`src/rtl/pc_flow_ctrl.sv`:
```
// Multi-cycle PC flow controller: fetch sequencing, branch/jump resolution,
// datapath wait and exception vectoring. Strobes are decoded from the current
// state and inputs; only the exception vector address is held in a register.
module pc_flow_ctrl #(
    parameter logic [7:0] EXC_ILLEGAL_ADDR = 8'd253,
    parameter logic [7:0] EXC_OVF_ADDR     = 8'd254,
    parameter logic [7:0] EXC_DIV0_ADDR    = 8'd255
) (
    input  logic       clk,
    input  logic       reset,
    input  logic [5:0] opcode,
    input  logic [5:0] funct,
    input  logic       zero,
    input  logic       gt,
    input  logic       overflow,
    input  logic       div_zero,
    input  logic       op_done,
    output logic [2:0] pc_source,
    output logic       pc_write,
    output logic       ir_write,
    output logic       mem_read,
    output logic       epc_write,
    output logic       link_write,
    output logic [7:0] exc_addr
);

    localparam int unsigned OP_W   = 6;
    localparam int unsigned SRC_W  = 3;
    localparam int unsigned ADDR_W = 8;

    // PC mux selections
    localparam logic [SRC_W-1:0] SRC_PC4    = 3'b000;
    localparam logic [SRC_W-1:0] SRC_BRANCH = 3'b001;
    localparam logic [SRC_W-1:0] SRC_JUMP   = 3'b010;
    localparam logic [SRC_W-1:0] SRC_EPC    = 3'b011;
    localparam logic [SRC_W-1:0] SRC_VECTOR = 3'b100;
    localparam logic [SRC_W-1:0] SRC_REG_A  = 3'b101;

    // Opcodes and R-type functs with flow-control meaning
    localparam logic [OP_W-1:0] OP_RTYPE = 6'h00;
    localparam logic [OP_W-1:0] OP_J     = 6'h02;
    localparam logic [OP_W-1:0] OP_JAL   = 6'h03;
    localparam logic [OP_W-1:0] OP_BEQ   = 6'h04;
    localparam logic [OP_W-1:0] OP_BNE   = 6'h05;
    localparam logic [OP_W-1:0] OP_BLE   = 6'h06;
    localparam logic [OP_W-1:0] OP_BGT   = 6'h07;
    localparam logic [OP_W-1:0] FN_JR    = 6'h08;
    localparam logic [OP_W-1:0] FN_RTE   = 6'h13;

    typedef enum logic [3:0] {
        FETCH0   = 4'd0,
        FETCH1   = 4'd1,
        FETCH2   = 4'd2,
        DECODE   = 4'd3,
        EXEC     = 4'd4,
        WAIT_OP  = 4'd5,
        EXC_EPC  = 4'd6,
        EXC_WAIT = 4'd7,
        EXC_LOAD = 4'd8
    } state_e;

    state_e              state_q, state_d;
    logic [ADDR_W-1:0]   exc_addr_q, exc_addr_d;

    // State and exception vector registers
    always_ff @(posedge clk) begin
        if (reset) begin
            state_q    <= FETCH0;
            exc_addr_q <= '0;
        end else begin
            state_q    <= state_d;
            exc_addr_q <= exc_addr_d;
        end
    end

    // Next-state and strobe decode; reset suppresses every strobe
    always_comb begin
        state_d    = state_q;
        exc_addr_d = exc_addr_q;
        pc_source  = SRC_PC4;
        pc_write   = 1'b0;
        ir_write   = 1'b0;
        mem_read   = 1'b0;
        epc_write  = 1'b0;
        link_write = 1'b0;

        case (state_q)
            FETCH0: begin
                mem_read = 1'b1;
                state_d  = FETCH1;
            end
            FETCH1: begin
                mem_read = 1'b1;
                state_d  = FETCH2;
            end
            FETCH2: begin
                ir_write  = 1'b1;
                pc_write  = 1'b1;
                pc_source = SRC_PC4;
                state_d   = DECODE;
            end
            DECODE: begin
                state_d = EXEC;
            end
            EXEC: begin
                state_d = FETCH0;
                case (opcode)
                    OP_RTYPE: begin
                        if (funct == FN_JR) begin
                            pc_write  = 1'b1;
                            pc_source = SRC_REG_A;
                        end else if (funct == FN_RTE) begin
                            pc_write  = 1'b1;
                            pc_source = SRC_EPC;
                        end else begin
                            state_d = WAIT_OP;
                        end
                    end
                    OP_J: begin
                        pc_write  = 1'b1;
                        pc_source = SRC_JUMP;
                    end
                    OP_JAL: begin
                        pc_write   = 1'b1;
                        pc_source  = SRC_JUMP;
                        link_write = 1'b1;
                    end
                    OP_BEQ, OP_BNE, OP_BLE, OP_BGT: begin
                        // Untaken branches leave the PC at PC+4 from FETCH2
                        if (((opcode == OP_BEQ) &&  zero) ||
                            ((opcode == OP_BNE) && !zero) ||
                            ((opcode == OP_BLE) && !gt)   ||
                            ((opcode == OP_BGT) &&  gt)) begin
                            pc_write  = 1'b1;
                            pc_source = SRC_BRANCH;
                        end
                    end
                    6'h08, 6'h09, 6'h0a, 6'h0f,
                    6'h20, 6'h21, 6'h23, 6'h28, 6'h29, 6'h2b: begin
                        state_d = WAIT_OP;
                    end
                    default: begin
                        exc_addr_d = EXC_ILLEGAL_ADDR;
                        state_d    = EXC_EPC;
                    end
                endcase
            end
            WAIT_OP: begin
                if (overflow) begin
                    exc_addr_d = EXC_OVF_ADDR;
                    state_d    = EXC_EPC;
                end else if (div_zero) begin
                    exc_addr_d = EXC_DIV0_ADDR;
                    state_d    = EXC_EPC;
                end else if (op_done) begin
                    state_d = FETCH0;
                end
            end
            EXC_EPC: begin
                epc_write = 1'b1;
                mem_read  = 1'b1;
                state_d   = EXC_WAIT;
            end
            EXC_WAIT: begin
                mem_read = 1'b1;
                state_d  = EXC_LOAD;
            end
            EXC_LOAD: begin
                pc_write  = 1'b1;
                pc_source = SRC_VECTOR;
                state_d   = FETCH0;
            end
            default: begin
                state_d = FETCH0;
            end
        endcase

        if (reset) begin
            pc_source  = SRC_PC4;
            pc_write   = 1'b0;
            ir_write   = 1'b0;
            mem_read   = 1'b0;
            epc_write  = 1'b0;
            link_write = 1'b0;
        end
    end

    assign exc_addr = exc_addr_q;

endmodule

```
`config.mk`:
```
export PLATFORM = sky130hd
export DESIGN_NAME = pc_flow_ctrl
export DESIGN_NICKNAME = d
export VERILOG_FILES = /design/src/rtl/pc_flow_ctrl.sv
export SDC_FILE = /design/constraint.sdc
export NUM_CORES = 1
export LEC_CHECK = 0
export BUFFER_PORTS_ARGS = -buffer_cell sky130_fd_sc_hd__clkbuf_2
export CAP_MARGIN = 20
export CORE_ASPECT_RATIO = 1.2
export CORE_MARGIN = 4
export CORE_UTILIZATION = 40
export CTS_CLUSTER_DIAMETER = 60
export CTS_CLUSTER_SIZE = 25
export DETAILED_ROUTE_END_ITERATION = 8
export HOLD_SLACK_MARGIN = 0.06
export PLACE_DENSITY_LB_ADDON = 0.2
export SETUP_SLACK_MARGIN = 0.4
export SLEW_MARGIN = 20
export SYNTH_ARGS = -nofsm -noshare
export SYNTH_HDL_FRONTEND = slang
export SYNTH_SLANG_ARGS = --single-unit
```
`constraint.sdc`:
```
create_clock -name clk -period 1.4 [get_ports clk]
set_input_delay 0.07 -clock clk [delete_from_list [all_inputs] [get_ports clk]]
set_output_delay 0.07 -clock clk [all_outputs]
set_load 0.05 [all_outputs]
```
==> metrics.yaml, run 1 <==
status: "finished, violations left"
violations: "setup timing"
root_buffer: "clkbuf_4"
fin_skew_ns: 0.00658
r2r_cells: 7
ant_nets: 0
core_area_um2: 1660
fp.dieH_um: 54.1
routedWlPerCell_um: 14.8
p_comb_share_pct: 52.7
multi_input_area_um2: 658
pin_count: 35
row_count: 16
crit_end: "pc_write"
switchingPower_mw: 0.374
power_mw: 0.893
hp-class: "in -> reg"
cts_sinks: 7
antenna_found_initial: 0
reg2reg_to: "state_q[0]"
drtIter0Drc: 12
power_frac_clock_pct: 21.0
avgSynthCellArea_um2: 7.31
netlist_instances: 97
cp.arrival_ns: 1.81
start_kind: "flop"
synth_cell_types: 42
synth-seq-cells: 7
area.growth.synth_to_final_pct: 88.4
clk-insertion-delay-late_ns: 0.25
portBuffers: 34
hold_viol_final: 0
switching_share_pct: 41.9
cts_max_level: 1
grt_pass1_vias: 854
setup.worst_path.end_class: "output pin"
async_flop_share_pct: 0
min-delay-start: "overflow"
layout_commonest_cell: "clkbuf_2"
startpoint: "state_q[3]"
start_util_pct: 42.7
synth_xor_area_share_pct: 4.94
cts_buffers: 3
setup_ws_ns: -0.483
fmax_mhz: 531
crit_type: "reg -> out"
dpl.hpwl_mm: 1.57
synth.net_count: 116
synth_fa_ha_area_share_pct: 0
synth.cell_area_um2: 709
slew_headroom_pct: 73.5
postLayoutCoreUtil_pct: 80.4
powerDensity_nw_per_um2: 668
grtUsageTotal_pct: 19.3
worst_pin_slew_ns: 0.392
grt_overflow: 0
crit_fanout: 2
die_x_um: 46.4
power.internal_mw: 0.518
p_leak_nw: 0.549
r2r_slack_ns: -0.24
vias: 897
drive_gt1_share_pct: 67.4
die_area_um2: 2510
drt_wl_total_mm: 2.41
yosysWarnings: 0
num-fill-cells: 113
grt_pass1_wl_mm: 3.59
clock_path_buffers: 2
drt-pass1-iter-count: 4
synth-edff-count: 0
worstPathRequired_ns: 1.33
grt_max_degree: 11
place_congestion: 0.846
cts_tree: "done"
finalCritPeriodShare_pct: 134
peakVddDrop_v: 0.000550
p_seq_share_pct: 26.3
setup_viol: 13
maxCapViolCount: 0
rsz0062_at_grt: "yes"
ys.flop_type: "dfxtp_1"
r2r-start: "state_q[3]"
yosys.area_share.simple_pct: 33.9
clkTransAtPathRegs_ns: 0.06
timing.final.crit_period_ns: 1.88
yosysSeqAreaShare_pct: 19.8
synth_compound_area_share_pct: 27.5
n_antenna_cell: 0
slew_viol_final: 0
via_per_inst: 5.54
final_cell_mix: "clkbuf_2 (20), buf_4 (16), inv_1 (7)"
nets: 164
ff_latch_area_um2: 145
drc: 0
synth_top_family_by_area: "simple AND/OR/NAND/NOR gates"
synthMuxAreaShare_pct: 0
==> Yosys cell counts, types with 2 or more instances <==
cell / count / area [µm²]
nand3_1: 2 / 10.0
nand2_1: 7 / 26.3
inv_1: 8 / 30.0
dfxtp_1: 7 / 140
a21oi_1: 9 / 45.0
buf_4: 5 / 37.5
nor2_1: 7 / 26.3
buf_2: 3 / 15.0
nor3_1: 7 / 35.0
and3_1: 2 / 12.5
nor4_1: 2 / 12.5
or4_1: 3 / 22.5
a31oi_1: 2 / 12.5
xor2_1: 3 / 26.3
clkbuf_1: 3 / 11.3
==> how the worst min path moves through the flow <==
stage                              to  cells after the start
final                     exc_addr[0]                      2
after global routing      exc_addr[0]                      2
after CTS                 exc_addr[0]                      2
after detailed placement  exc_addr[0]                      2
after global placement    exc_addr[0]                      2
after floorplan           exc_addr[0]                      1
==> layer usage <==
metal / vias up / global-route usage, % / routed length [µm]
met2: 27 / 36.5 / 1380
li1: 443 / - / -
met3: 6 / 3.68 / 96
met1: 421 / 21.2 / 867
met4: 0 / 5.21 / 58
met5: - / 0 / 0
==> cell type report <==
cell class,count,area share (%)
Clock buffer,4,1.97
Inverter,8,2.43
Multi-Input combinational cell,70,49.3
Sequential cell,7,10.9
Tap cell,18,1.69
Timing Repair Buffer,55,33.8
==> sequential cells by signal, summed over array words and instances, names as in the netlist <==
register	count
state_q	4
exc_addr	3
==> per-stage QoR <==
stage / instances / worst slack (ns) / hold slack, ns / area, µm² / setup TNS [ns]
after detailed placement: 149 / -0.250 / 0.297 / 1020 / -1.58
after CTS: 160 / -0.473 / 0.0778 / 1270 / -2.82
after global routing: 162 / -0.521 / 0.0978 / 1340 / -3.82
final: 162 / -0.483 / 0.105 / 1340 / -3.11
after floorplan: 97 / -0.357 / 0.159 / 798 / -1.02
after global placement: 149 / -0.231 / 0.284 / 1020 / -1.45
==> cells by family (layout without fill, tap and decap cells) <==
| group | count (synthesis) | count (layout) |
|---|---|---|
| AND/OR/NAND/NOR | 42 | 42 |
| AO/OA/AOI/OAI | 24 | 24 |
| buffers and inverters | 20 | 67 |
| flip-flops | 7 | 7 |
| XOR/XNOR | 4 | 4 |
==> timing repair <==
| item | CTS | global route |
|---|---|---|
| setup buffers | 7 | 2 |
| pin swaps | 8 | 4 |
| endpoints found under the setup margin | 15 | 21 |
| gates resized for setup | 38 | 21 |
| hold buffers | 0 | 0 |
==> worst max-delay path: stages, from the launching register on <==
cell	delay, ns
dfxtp_2	0.32
or3b_4	0.40
or4_4	0.53
o21ai_4	0.16
buf_12	0.15
==> power groups by stage <==
| stage | sequential [mW] | combinational (mW) | clock [mW] |
|---|---|---|---|
| floorplan | 0.250 | 0.253 | 0 |
| global placement | 0.235 | 0.363 | 0 |
| detailed placement | 0.236 | 0.369 | 0 |
| CTS | 0.234 | 0.431 | 0.187 |
| global route | 0.237 | 0.498 | 0.204 |
| finish | 0.235 | 0.470 | 0.187 |
Note: power is estimated with default switching activity, not from simulation.
==> inputs of run 2 (changes only) <==
Settings changed: CORE_UTILIZATION 40 to 42, CTS_BUF_LIST set to sky130_fd_sc_hd__clkbuf_2 sky130_fd_sc_hd__clkbuf_4 sky130_fd_sc_hd__clkbuf_8.
==> metrics.yaml, run 2 (synthesis results as in run 1) <==
status: "finished, violations left"  # unchanged
violations: "setup timing"  # unchanged
routedWlPerCell_um: 13.9  # was 14.8 µm
portBuffers: 34  # unchanged
cts_sinks: 7  # unchanged
stdcell_count: 166  # was 162
n_antenna_cell: 0  # unchanged
setup_ws_ns: -0.487  # was -0.483 ns
fmax_mhz: 530  # was 531 MHz
max_stage_delay_ns: 0.53  # about the same
grt_pass1_vias: 894  # was 854
antenna_found_initial: 0  # unchanged
drc: 0  # unchanged
drt_wl_total_mm: 2.31  # was 2.41 mm
clock_path_buffers: 2  # unchanged
core_area_um2: 1620  # was 1660 µm²
regMostFlops: "state_q"  # unchanged
root_buffer: "clkbuf_4"  # unchanged
die_area_um2: 2410  # was 2510 µm²
drive_gt1_share_pct: 65.5  # was 67.4%
setup.worst_path.end_class: "output pin"  # unchanged
power_mw: 0.947  # was 0.893 mW
powerDensity_nw_per_um2: 702  # was 668 nW/µm²
cp.arrival_ns: 1.82  # was 1.81 ns
dp.cells: 157  # was 149
worstPathRequired_ns: 1.33  # about the same
slew_viol_final: 0  # unchanged
timing.final.crit_period_ns: 1.89  # was 1.88 ns
grt_overflow: 0  # unchanged
post-place-ws_ns: -0.344  # was -0.250 ns
row_count: 16  # unchanged
largest_register_ffs: 4  # unchanged
fp.dieH_um: 53.0  # was 54.1 µm
p_leak_nw: 0.563  # was 0.549 nW
start_kind: "flop"  # unchanged
setup_viol: 12  # was 13
drt-pass1-iter-count: 4  # unchanged
hold_viol_final: 0  # unchanged
clkTransAtPathRegs_ns: 0.06  # about the same
die_x_um: 45.5  # was 46.4 µm
fin_skew_ns: 0.000943  # was 0.00658 ns
dpl.hpwl_mm: 1.59  # was 1.57 mm
via_per_inst: 5.45  # was 5.54
start_util_pct: 43.7  # was 42.7%
peakVddDrop_v: 0.000438  # was 0.000550 V
ant_nets: 0  # unchanged
path_cells: "or3b_4 -> or4_4 -> o21ai_4 -> buf_8"  # was or3b_4 -> or4_4 -> o21ai_4 -> buf_12
grtUsageTotal_pct: 20.8  # was 19.3%
finalCritPeriodShare_pct: 135  # was 134%
grt_pass1_wl_mm: 3.62  # was 3.59 mm
rsz0062_at_grt: "yes"  # unchanged
worst_pin_slew_ns: 0.359  # was 0.392 ns
nets: 168  # was 164
crit_fanout: 2  # unchanged
pin_count: 35  # unchanged
slew_headroom_pct: 75.8  # was 73.5%
cts_max_level: 1  # unchanged
cts_buffers: 3  # unchanged
hp-class: "in -> reg"  # unchanged
hold_slack_ns: 0.163  # was 0.105 ns
cts_tree: "done"  # unchanged
slowest_stage: "or4_4"  # unchanged
crit_type: "reg -> out"  # unchanged
grt_max_degree: 11  # unchanged
area.growth.synth_to_final_pct: 90.3  # was 88.4%
clk-insertion-delay-late_ns: 0.26  # was 0.25 ns
layout_commonest_cell: "buf_4"  # was clkbuf_2
maxCapViolCount: 0  # unchanged
num-fill-cells: 98  # was 113
vias: 904  # was 897
final_cell_mix: "buf_4 (22), clkbuf_2 (20), clkbuf_4 (10)"  # was clkbuf_2 (20), buf_4 (16), inv_1 (7)
place_congestion: 0.786  # was 0.846
drtIter0Drc: 9  # was 12
==> run 2: cell count changes in the layout (fill, tap and decap cells not counted), sizes merged <==
| cell | before | now |
|---|---|---|
| buf | 32 | 31 |
| clkbuf | 27 | 31 |
| dlygate4sd3 | 0 | 1 |
==> run 2: routing by layer <==
metal	share of wire (%)	GRT usage [%]	vias to the layer above
met2	55	36.5	27
met1	37	22.2	421
met5	0	0	-
met4	3.5	14.6	0
li1	-	-	447
met3	4.2	2.38	9
==> run 2: path summary, 6_finish.rpt <==
check                                 start     endpoint  slack, ns  cells past startpoint
worst max-delay path             state_q[3]     pc_write      -0.49                      4
worst min-delay path                op_done   state_q[0]       0.16                      3
worst max register to register   state_q[3]  exc_addr[0]      -0.37                      8
worst min register to register  exc_addr[1]  exc_addr[1]       0.47                      2
==> run 2: where the power goes <==
group          total, mW  switching (mW)  internal, mW
Sequential         0.235          0.0161         0.219
Combinational      0.498           0.285         0.213
Clock              0.215          0.0857         0.129
==> run 2: worst max-delay path: cells and delay by family, from the launching register on <==
family          cells  cell delay, ns
simple gates        2            0.93
compound gates      1            0.16
flops               1            0.31
buf+inv             1            0.16
==> run 2: final cells by class <==
| type | instances | area [µm²] | share of cell area (%) |
|---|---|---|---|
| multi-input combinational | 70 | 641 | 47.5 |
| sequential | 7 | 146 | 10.8 |
| inverter | 8 | 32.5 | 2.41 |
| clock buffer | 4 | 30.0 | 2.22 |
| tap | 18 | 22.5 | 1.67 |
| timing repair buffer | 59 | 478 | 35.4 |
==> run 2: what timing repair did <==
action | in CTS | in global routing
endpoints found under the hold margin | 1 | 0
hold buffers | 1 | 0
resized for setup | 38 | 22
buffers inserted | 3 | 1
endpoints found under the setup margin | 14 | 20
pin swaps | 6 | 4
==> run 2: metrics by stage <==
step	utilization, %	setup TNS [ns]	instance area, µm²
final	83.3	-3.72	1350
after global routing	83.3	-4.39	1350
after CTS	79.9	-3.79	1300
after detailed placement	66.0	-1.61	1070
after global placement	66.0	-1.47	1070
after floorplan	-	-1.02	798
